<file path="src/rtl/c432_bist_sequencer.sv">
// BIST sequencer for the registered c432 wrapper: LFSR pattern source, latency-aligned
// valid pipe and 16-bit MISR response compactor with a pass/fail compare.
module c432_bist_sequencer #(
    parameter int unsigned NUM_VECTORS = 1024,
    parameter int unsigned LAT         = 3,
    parameter logic [35:0] DEF_SEED    = 36'h000000001
) (
    input  logic        clk,
    input  logic        rst_n,
    input  logic        start,
    input  logic        abort,
    input  logic        seed_load,
    input  logic [35:0] seed,
    input  logic [15:0] exp_sig,
    output logic [35:0] dut_in,
    input  logic [6:0]  dut_q,
    output logic        busy,
    output logic        done,
    output logic        pass,
    output logic [15:0] signature,
    output logic [15:0] vec_count
);

    typedef enum logic [1:0] {IDLE, RUN, DRAIN, DONE} state_t;

    localparam logic [15:0] LAST_ISSUE = 16'(NUM_VECTORS - 1);

    state_t          state, state_nxt;
    logic [35:0]     seed_reg;
    logic [35:0]     lfsr;
    logic [35:0]     seed_src;
    logic [15:0]     issue_cnt;
    logic [LAT-1:0]  vld_pipe;
    logic [LAT:0]    vld_shift;
    logic            idle_like;
    logic            compact;
    logic            pipe_empty;
    logic [15:0]     sig_nxt;

    assign idle_like  = (state == IDLE) || (state == DONE);
    assign compact    = vld_pipe[LAT-1];
    assign pipe_empty = (vld_pipe == '0);
    // a seed presented together with start must win over the stored one
    assign seed_src   = seed_load ? seed : seed_reg;
    assign vld_shift  = {vld_pipe, (state == RUN)};
    assign busy       = (state == RUN) || (state == DRAIN);
    assign done       = (state == DONE);

    always_comb begin
        sig_nxt = signature;
        if (compact)
            sig_nxt = {signature[14:0], 1'b0} ^ (signature[15] ? 16'h1021 : 16'h0000)
                      ^ {9'b0, dut_q};
    end

    always_comb begin
        state_nxt = state;
        case (state)
            IDLE, DONE: if (start)                     state_nxt = RUN;
            RUN:        if (issue_cnt == LAST_ISSUE)   state_nxt = DRAIN;
            DRAIN:      if (pipe_empty)                state_nxt = DONE;
            default:                                   state_nxt = IDLE;
        endcase
        if (abort) state_nxt = IDLE;
    end

    always_ff @(posedge clk or negedge rst_n) begin
        if (!rst_n) state <= IDLE;
        else        state <= state_nxt;
    end

    always_ff @(posedge clk or negedge rst_n) begin
        if (!rst_n) begin
            seed_reg  <= DEF_SEED;
            lfsr      <= DEF_SEED;
            dut_in    <= '0;
            issue_cnt <= '0;
            vld_pipe  <= '0;
            signature <= '0;
            vec_count <= '0;
            pass      <= 1'b0;
        end else begin
            if (idle_like && seed_load)
                seed_reg <= seed;
            if (abort) begin
                vld_pipe <= '0;
            end else begin
                case (state)
                    IDLE, DONE: begin
                        if (start) begin
                            lfsr      <= (seed_src == '0) ? 36'h1 : seed_src;
                            issue_cnt <= '0;
                            vld_pipe  <= '0;
                            signature <= '0;
                            vec_count <= '0;
                            pass      <= 1'b0;
                        end
                    end
                    RUN, DRAIN: begin
                        vld_pipe <= vld_shift[LAT-1:0];
                        if (state == RUN) begin
                            dut_in    <= lfsr;
                            lfsr      <= {lfsr[34:0], lfsr[35] ^ lfsr[24]};
                            issue_cnt <= issue_cnt + 16'd1;
                        end
                        if (compact) begin
                            signature <= sig_nxt;
                            if (vec_count != 16'hFFFF)
                                vec_count <= vec_count + 16'd1;
                        end
                        if (state == DRAIN && pipe_empty)
                            pass <= (sig_nxt == exp_sig);
                    end
                    default: ;
                endcase
            end
        end
    end

endmodule
</file>
<file path="config.mk">
export PLATFORM = sky130hd
export DESIGN_NAME = c432_bist_sequencer
export DESIGN_NICKNAME = d
export VERILOG_FILES = /design/src/rtl/c432_bist_sequencer.sv
export SDC_FILE = /design/constraint.sdc
export NUM_CORES = 1
export LEC_CHECK = 0
export ABC_AREA = 1
export CAP_MARGIN = 10
export CORE_MARGIN = 2
export CORE_UTILIZATION = 54
export CTS_CLUSTER_SIZE = 24
export DETAILED_ROUTE_END_ITERATION = 16
export HOLD_SLACK_MARGIN = 0.12
export PLACE_DENSITY = 0.8
export SYNTH_ARGS = -nofsm -noshare
export SYNTH_HDL_FRONTEND = slang
export SYNTH_SLANG_ARGS = --single-unit
</file>
<file path="constraint.sdc">
create_clock -name clk -period 2.4 [get_ports clk]
set_clock_uncertainty 0.2 [all_clocks]
set_input_delay 0.36 -clock clk [delete_from_list [all_inputs] [get_ports clk]]
set_output_delay 0.36 -clock clk [all_outputs]
set_load 0.005 [all_outputs]
</file>
==> results.py, run 1 <==
metrics = {
    "status": {
        "status": "finished, final reports clean",
    },
    "floorplanning": {
        "fp.dieW_um": 129.7,
        "core_sq_um": 15310,
        "num_rows": 45,
        "pin_count": 135,
        "die_h_um": 129.7,
        "die_area_sq_um": 16830,
        "start_util_pct": 55.74,
    },
    "clocking": {
        "root_buffer": "clkbuf_16",
        "clock_latency_ns": 0.44,
        "postCtsSetupRepairBufs": 0,
        "cts_tree": "yes",
        "clk_pin_slew_ns": 0.06,
        "cts_sinks": 162,
        "htreeDepth": 4,
        "numCtsBuffers": 17,
        "clockBufferDepth": 2,
    },
    "critical_path": {
        "critPathMaxStageDelay_ns": 0.53,
        "crit_fanout": 5,
        "crit_type": "reg -> out",
        "startpoint_type": "register",
        "cp_slowest_cell": "clkdlybuf4s50_1",
        "crit_chain": "inv_1 -> ha_4 -> inv_4 -> clkdlybuf4s50_1",
        "setup.worst_path.end_class": "primary output",
        "crit_arrival_ns": 1.78,
        "required_ns": 1.84,
    },
    "grt": {
        "met2_usage_pct": 40.78,
        "grt_busiest_layer": "met2",
        "grt_max_degree": 72,
        "grt_usage_pct": 26.90,
        "grt_pass1_wl_um": 35670,
        "grt_pass1_vias": 7303,
        "antenna_found_initial": 0,
        "grt-ovfl-total": 0,
        "use_met3_pct": 5.043,
        "grtUsageMet1_pct": 39.63,
    },
    "finish": {
        "final_nets": 1350,
        "syn2layout_area_growth_pct": 27.40,
        "final-seq-area_sq_um": 4056,
        "final_util_pct": 71.00,
        "layout.filler_cells": 1247,
        "multi_input_area_sq_um": 3662,
        "layout_common_cells": "nand2_1, dfrtp_1, o21ai_0",
        "n_antenna_cell": 0,
        "final_common_cell": "nand2_1",
        "finalNonFillerCells": 1504,
        "drive_gt1_share_pct": 8.739,
    },
    "synthesis": {
        "ys_async_sr_fraction_pct": 100.0,
        "synth_nets": 1204,
        "syn_area_sq_um": 8536,
        "synthCells": 1134,
        "synth_ff_type": "dfrtp_1",
        "ys_types": 43,
        "yosys_warnings": 0,
        "synth_edf_count": 0,
        "synth_seq_cells": 162,
        "yosysSeqAreaShare_pct": 47.52,
        "syn_avg_cell_area_sq_um": 7.527,
    },
    "worst_hold_path": {
        "hold_path_class": "reg -> reg",
    },
    "route": {
        "dr.pass1.iters": 5,
        "wire_per_inst_um": 14.44,
        "wl_um": 21720,
        "via_count": 7966,
        "ant_nets": 0,
        "drcViolationCount": 0,
        "drtIter0Drc": 631,
        "vias_per_cell": 5.297,
    },
    "placement": {
        "pre_cts_ws_ns": 0.1593,
        "place_hpwl_um": 15590,
        "numPortBuffers": 134,
        "place_inst": 1471,
        "gp_congestion": 0.9191,
    },
    "power": {
        "leakagePower_nw": 5.132,
        "switching_power_mw": 4.604,
        "p_sw_share_pct": 38.96,
        "ir_drop_mv": 0.6846,
        "combPwrFrac_pct": 41.4,
        "clockPowerShare_pct": 23.0,
        "p_int_mw": 7.213,
        "p_per_area_nw_per_um2": 1087,
        "seq_power_share_pct": 35.6,
    },
    "job": {
        "cap_violations": 0,
    },
    "sta": {
        "hold_ws_ns": 0.2683,
        "clock.fmax_mhz": 427.1,
        "tightest_slew_ns": 0.6877,
        "worst_slack_ns": 0.05844,
        "period_needed_ns": 2.342,
        "hold_violations": 0,
        "maxSlewViolCount": 0,
        "finalSetupViolCount": 0,
        "grt_setup_unrepaired": "false",
        "fin_setup_tns_ns": 0,
        "slew-limit-headroom_pct": 54.16,
        "post-route-period-util_pct": 97.56,
    },
}
synth_stat cells, types with 5 or more instances:
master	n	area share, %
nand2_1	330	15
dfrtp_1	160	47
o21ai_0	157	9.2
inv_1	139	6.1
nor2_1	100	4.4
nand3_1	48	2.8
a21oi_1	23	1.3
nand4_1	20	1.5
buf_2	19	1.1
clkbuf_1	16	0.70
o22ai_1	16	1.2
nor3_1	11	0.64
inv_2	9	0.40
buf_6	7	0.92
nand3b_1	7	0.62
ha_1	6	0.88
o21ai_1	6	0.35
o21ai_2	5	0.51
or2_2	5	0.37
worst paths after layout:
| check | from | end | slack (ns) | cells after the start |
|---|---|---|---|---|
| hold / removal | dut_in[32] | dut_in[32] | 0.27 | 2 |
| setup / recovery | state[0] | busy | 0.06 | 4 |
| min in group asynchronous | rst_n | dut_in[7] | 0.32 | 2 |
| max in group asynchronous | rst_n | lfsr[0] | 1.00 | 3 |
| setup reg to reg | state[0] | dut_in[17] | 0.34 | 10 |
| hold reg to reg | dut_in[32] | dut_in[32] | 0.27 | 2 |
what timing repair did:
item / 4_1_cts / 5_1_grt
gates resized for setup: 3 / 0
endpoints found under the hold margin: 67 / 0
hold buffers: 1 / 0
endpoints found under the setup margin: 1 / 0
power groups by stage:
stage | clock network, mW | registers, mW | logic [mW]
5_1_grt | 2.87 | 4.30 | 5.46
6_report | 2.72 | 4.21 | 4.89
4_1_cts | 2.76 | 4.20 | 4.87
3_3_place_gp | 0 | 4.22 | 4.69
2_1_floorplan | 0 | 4.14 | 2.86
3_5_place_dp | 0 | 4.23 | 4.78
metal layers:
metal  wire (um)  up-vias
met1        9957     3745
met2       10040      268
met4         325        0
met5           0        -
met3        1398       29
li1            -     3924
worst max-delay path, delay by kind of cell (launching register included):
family     cells  cell delay, ns
buf+inv        3            0.73
flops          1            0.38
fa+ha+maj      1            0.25
area by class of cell:
class / count / area share (%)
Clock buffer: 19 / 3.981
Clock inverter: 13 / 1.404
Inverter: 148 / 5.132
Multi-Input combinational cell: 775 / 33.68
Sequential cell: 162 / 37.30
Tap cell: 211 / 2.428
Timing Repair Buffer: 176 / 16.07
through the flow:
stage	power, mW	cell area [sq um]
global route	12.63	10870
finish	11.82	10870
global placement	8.905	10260
CTS	11.83	10870
floorplan	7.006	8536
detailed placement	9.017	10260
kinds of logic (layout without fill, tap and decap cells):
kind of cell | after synthesis | in the layout | share of synthesized area, %
and+or+nand+nor | 538 | 538 | 26.74
AOI/OAI and AO/OA | 220 | 220 | 13.87
buffers and inverters | 197 | 356 | 9.748
DFF | 162 | 162 | 47.52
xor gates and xnor gates | 7 | 7 | 0.7183
adders and majority gates | 6 | 6 | 0.8795
muxes | 4 | 4 | 0.5277
Power figures use the tool's default switching activity.
==> inputs of run 2 (changes only) <==
--- a/config.mk
+++ b/config.mk
@@ -11,6 +11,7 @@
 export CORE_UTILIZATION = 54
 export CTS_CLUSTER_SIZE = 24
 export DETAILED_ROUTE_END_ITERATION = 16
+export GPL_TIMING_DRIVEN = 0
 export HOLD_SLACK_MARGIN = 0.12
 export PLACE_DENSITY = 0.8
 export SYNTH_ARGS = -nofsm -noshare
==> run 2 against run 1 <==
  * Register-to-register slack lost 0.24 ns
  * Sequential power about the same
  * Worst setup slack better by 0.044 ns
  * Non-clock buffer count increased by 19
  * Power up 3.0%
  * Wire length is 7.8% higher
  * Critical endpoint is now dut_in[17]
  * Largest power group unchanged
==> results.py, run 2 (synthesis gave the netlist of run 1 again) <==
metrics = {
    "floorplanning": {
        "fp.dieW_um": 129.7,
        "pin_count": 135,
        "num_rows": 45,
        "start_util_pct": 55.74,
        "core_sq_um": 15310,
        "die_area_sq_um": 16830,
        "die_h_um": 129.7,
    },
    "clocking": {
        "clockBufferDepth": 2,
        "clock_latency_ns": 0.43,
        "cts_sinks": 162,
        "numCtsBuffers": 17,
        "root_buffer": "clkbuf_16",
        "htreeDepth": 4,
        "cts_tree": "yes",
        "clk_pin_slew_ns": 0.06,
    },
    "critical_path": {
        "crit_chain": "inv_1 -> ha_4 -> buf_8 -> buf_6 -> nor2_4 -> inv_2 -> nor2_4 -> inv_2 -> clkbuf_1 -> o21ai_0",
        "crit_start": "state[0]",
        "path_buf_inv": 6,
        "crit_type": "reg -> reg",
        "critPathMaxStageDelay_ns": 0.44,
        "ff2ff_setup_slack_ns": 0.10,
        "crit_arrival_ns": 2.38,
        "path_delay_family": "buffers and inverters",
        "cp_slowest_cell": "clkbuf_1",
        "setup.worst_path.end_class": "register",
        "required_ns": 2.48,
        "crit_fanout": 10,
        "rr_startpoint": "state[0]",
        "startpoint_type": "register",
    },
    "route": {
        "drtIter0Drc": 860,
        "ant_nets": 0,
        "wire_per_inst_um": 15.37,
        "wl_um": 23410,
        "via_count": 8218,
        "dr.pass1.iters": 5,
        "drcViolationCount": 0,
        "vias_per_cell": 5.396,
    },
    "grt": {
        "antenna_found_initial": 0,
        "grt-ovfl-total": 0,
        "grt_pass1_vias": 7512,
        "grt_pass1_wl_um": 37630,
        "grt_max_degree": 124,
        "grt_usage_pct": 28.76,
    },
    "power": {
        "combPwrFrac_pct": 43.0,
        "ir_drop_mv": 0.8883,
        "p_int_mw": 7.338,
        "power.total_mw": 12.17,
        "leakagePower_nw": 5.182,
        "clockPowerShare_pct": 22.2,
        "seq_power_share_pct": 34.8,
        "p_per_area_nw_per_um2": 1114,
        "p_sw_share_pct": 39.69,
        "switching_power_mw": 4.830,
    },
    "finish": {
        "layout_common_cells": "nand2_1, dfrtp_1, o21ai_0",
        "finalNonFillerCells": 1523,
        "syn2layout_area_growth_pct": 27.91,
        "drive_gt1_share_pct": 9.756,
        "final_nets": 1369,
        "n_antenna_cell": 0,
        "final-seq-area_sq_um": 4056,
        "layout.filler_cells": 1239,
        "final_common_cell": "nand2_1",
        "multi_input_area_sq_um": 3675,
    },
    "worst_hold_path": {
        "hold_path_class": "in -> async",
    },
    "job": {
        "cap_violations": 0,
    },
    "placement": {
        "gp_congestion": 0.8783,
        "place_inst": 1480,
        "numPortBuffers": 134,
        "place_hpwl_um": 16920,
    },
    "status": {
        "status": "finished, final reports clean",
    },
    "sta": {
        "finalSetupViolCount": 0,
        "clock.fmax_mhz": 435.2,
        "grt_setup_unrepaired": "false",
        "post-route-period-util_pct": 95.74,
        "period_needed_ns": 2.298,
        "tightest_slew_ns": 0.6019,
        "maxSlewViolCount": 0,
        "hold_violations": 0,
        "slew-limit-headroom_pct": 59.87,
    },
}
## run 2: cell count changes in the layout (fill, tap and decap cells not counted), moves of 6 or more
cell / before / now
buf_2: 0 / 15
buf_12: 7 / 0
clkbuf_1: 2 / 10
buf_6: 1 / 7
buf_4: 34 / 15
clkbuf_2: 0 / 9
## run 2: metal layers
| layer | track usage, % | up-vias | wire length [um] |
|---|---|---|---|
| met1 | 41.36 | 3890 | 10710 |
| met5 | 0 | - | 0 |
| met2 | 44.66 | 316 | 10770 |
| met3 | 4.920 | 44 | 1354 |
| li1 | - | 3968 | - |
| met4 | 9.741 | 0 | 574 |
## run 2: power groups by stage
stage          clock [mW]  combinational, mW  sequential (mW)
2_1_floorplan           0               2.86             4.14
3_3_place_gp            0               4.67             4.24
3_5_place_dp            0               4.78             4.27
4_1_cts              2.71               5.04             4.22
5_1_grt              2.83               5.78             4.32
6_report             2.70               5.24             4.23
## run 2: worst paths after layout
path | end | depth (start not counted)
setup / recovery | dut_in[17] | 10
hold / removal | issue_cnt[2] | 2
setup reg to reg | dut_in[17] | 10
hold reg to reg | seed_reg[0] | 2
max in group asynchronous | lfsr[32] | 3
min in group clk | seed_reg[0] | 2
## run 2: through the flow
stage	instance area, sq um	setup WS, ns	hold slack (ns)	utilization [%]	setup TNS [ns]
after floorplan	8536	0.4282	-0.1356	-	0
after global placement	10140	-5.843	0.2554	66.22	-940.34
after detailed placement	10170	-0.3196	0.07136	66.43	-0.3464
after CTS	10840	0.006777	0.2125	70.78	0
after global routing	10920	0.005363	0.2346	71.29	0
final	10920	0.1022	0.2047	71.29	0
## run 2: final cells by class
class / instances / area share, %
Tap cell: 211 / 2.418
Clock inverter: 12 / 1.192
Timing Repair Buffer: 146 / 13.35
Multi-Input combinational cell: 775 / 33.66
Inverter: 148 / 5.134
Sequential cell: 162 / 37.15
Clock buffer: 20 / 4.183
Buffer: 49 / 2.911
## run 2: what timing repair did
item / in CTS / in global routing
setup endpoints to repair: 2 / 96
hold buffers: 1 / 0
buffers inserted: 4 / 6
hold endpoints to repair: 160 / 0
gates resized for setup: 18 / 15
pin swaps: 0 / 3
## run 2: worst register-to-register path: stages (launching register included)
cell and delay [ns]:
dfrtp_1 0.37, inv_1 0.08, ha_4 0.27, buf_8 0.10, buf_6 0.16, nor2_4 0.07
inv_2 0.13, nor2_4 0.06, inv_2 0.09, clkbuf_1 0.44, o21ai_0 0.19
==> inputs of run 3 (changes only) <==
--- a/config.mk
+++ b/config.mk
@@ -14,6 +14,7 @@
 export GPL_TIMING_DRIVEN = 0
 export HOLD_SLACK_MARGIN = 0.12
 export PLACE_DENSITY = 0.8
+export SKIP_CTS_REPAIR_TIMING = 1
 export SYNTH_ARGS = -nofsm -noshare
 export SYNTH_HDL_FRONTEND = slang
 export SYNTH_SLANG_ARGS = --single-unit
==> run 3 against run 2 <==
  * The run now ends with setup timing left
  * Count of clock-buffer cells in the layout unchanged
  * Utilization fell by 0.27 points
  * Sequential cell count stayed put
  * Global-route usage down 0.24 points
  * Critical endpoint is now busy
  * Highest routed layer unchanged
==> results.py, run 3 (synthesis gave the netlist of run 1 again) <==
metrics = {
    "finish": {
        "final_cell_area_sq_um": 10880,
        "n_antenna_cell": 0,
        "finalNonFillerCells": 1521,
        "drive_gt1_share_pct": 9.160,
        "layout.filler_cells": 1246,
        "final_common_cell": "nand2_1",
        "syn2layout_area_growth_pct": 27.43,
        "final_nets": 1367,
        "layout_common_cells": "nand2_1, dfrtp_1, o21ai_0",
    },
    "status": {
        "violations": "setup timing",
        "status": "finished, violations left",
    },
    "route": {
        "vias_per_cell": 5.388,
        "dr.pass1.iters": 5,
        "wire_per_inst_um": 15.23,
        "ant_nets": 0,
        "drcViolationCount": 0,
        "drtIter0Drc": 754,
        "via_count": 8195,
        "wl_um": 23160,
    },
    "sta": {
        "hold_violations": 0,
        "clock.fmax_mhz": 412.1,
        "tightest_slew_ns": 0.6059,
        "finalSetupViolCount": 1,
        "post-route-period-util_pct": 101.1,
        "slew-limit-headroom_pct": 59.60,
        "grt_setup_unrepaired": "true",
        "period_needed_ns": 2.427,
        "worst_slack_ns": -0.02688,
        "maxSlewViolCount": 0,
    },
    "grt": {
        "grt_pass1_vias": 7501,
        "grt-ovfl-total": 0,
        "antenna_found_initial": 0,
        "grt_usage_pct": 28.52,
        "grt_pass1_wl_um": 37340,
        "grt_max_degree": 124,
    },
    "clocking": {
        "clk_pin_slew_ns": 0.06,
        "clock_latency_ns": 0.43,
        "cts_tree": "yes",
        "clockBufferDepth": 2,
        "numCtsBuffers": 17,
        "cts_sinks": 162,
        "root_buffer": "clkbuf_16",
        "htreeDepth": 4,
    },
    "worst_hold_path": {
        "hold_path_class": "in -> async",
    },
    "critical_path": {
        "rr_startpoint": "state[0]",
        "required_ns": 1.84,
        "r2r-end": "lfsr[28]",
        "crit_arrival_ns": 1.87,
        "ff2ff_setup_slack_ns": 0.08,
        "crit_type": "reg -> out",
        "startpoint_type": "register",
        "setup.worst_path.end_class": "primary output",
        "crit_start": "state[0]",
        "crit_fanout": 10,
        "r2r_cells": 7,
        "crit_path_end": "busy",
    },
    "floorplanning": {
        "fp.dieW_um": 129.7,
        "start_util_pct": 55.74,
        "num_rows": 45,
        "pin_count": 135,
        "core_sq_um": 15310,
        "die_area_sq_um": 16830,
        "die_h_um": 129.7,
    },
    "placement": {
        "place_inst": 1480,
        "placed_area_sq_um": 10170,
        "numPortBuffers": 134,
        "place_hpwl_um": 16920,
        "gp_congestion": 0.8783,
    },
    "power": {
        "ir_drop_mv": 0.7784,
        "power.total_mw": 12.04,
        "p_per_area_nw_per_um2": 1107,
        "leakagePower_nw": 5.178,
    },
    "job": {
        "cap_violations": 0,
    },
}
[run 3: worst min-delay path by stage]
stage,startpoint,depth (start not counted),slack [ns],to
3_5_place_dp,rst_n,1,0.07,issue_cnt[2]
3_3_place_gp,seed_reg[17],2,0.26,seed_reg[17]
6_report,rst_n,2,0.21,issue_cnt[2]
4_1_cts,rst_n,1,-0.38,issue_cnt[2]
2_1_floorplan,rst_n,0,-0.14,dut_in[0]
5_1_grt,rst_n,2,0.23,issue_cnt[2]
[run 3: cell type report]
type	count	area, sq um	share of cell area (%)
tap	211	264.0	2.427
inverter	148	560.5	5.154
buffer	48	302.8	2.784
multi-input combinational	775	3652	33.58
sequential	162	4056	37.29
timing repair buffer	145	1454	13.37
clock buffer	20	456.7	4.199
clock inverter	12	130.1	1.196
[run 3: critical path, cell delays in order, from the launching register on]
cell            delay, ns
dfrtp_1              0.42
inv_1                0.06
ha_1                 0.30
buf_6                0.17
inv_6                0.10
buf_8                0.14
buf_8                0.13
dlymetal6s2s_1       0.12
[run 3: where the power goes]
| group | internal (mW) | total (mW) | leakage (nW) | switching, mW |
|---|---|---|---|---|
| Clock | 1.59 | 2.70 | 0.287 | 1.11 |
| Sequential | 3.70 | 4.24 | 2.08 | 0.541 |
| Combinational | 2.00 | 5.10 | 2.81 | 3.10 |
[run 3: metal layers]
| layer | part of all wire (%) | vias to the layer above | track usage [%] |
|---|---|---|---|
| li1 | - | 3950 | - |
| met1 | 45 | 3904 | 40.92 |
| met2 | 46 | 295 | 44.16 |
| met3 | 5.7 | 46 | 4.838 |
| met4 | 2.8 | 0 | 10.18 |
| met5 | 0 | - | 0 |
[run 3: metrics by stage]
step	util, %	TNS [ns]	hold slack [ns]	worst slack, ns
final	71.02	-0.02688	0.2098	-0.02688
after global routing	71.02	-0.1825	0.2348	-0.1314
after CTS	70.26	-0.8046	-0.3828	-0.7980
after detailed placement	66.43	-0.3464	0.07136	-0.3196
after global placement	66.22	-940.34	0.2554	-5.843
after floorplan	-	0	-0.1356	0.4282
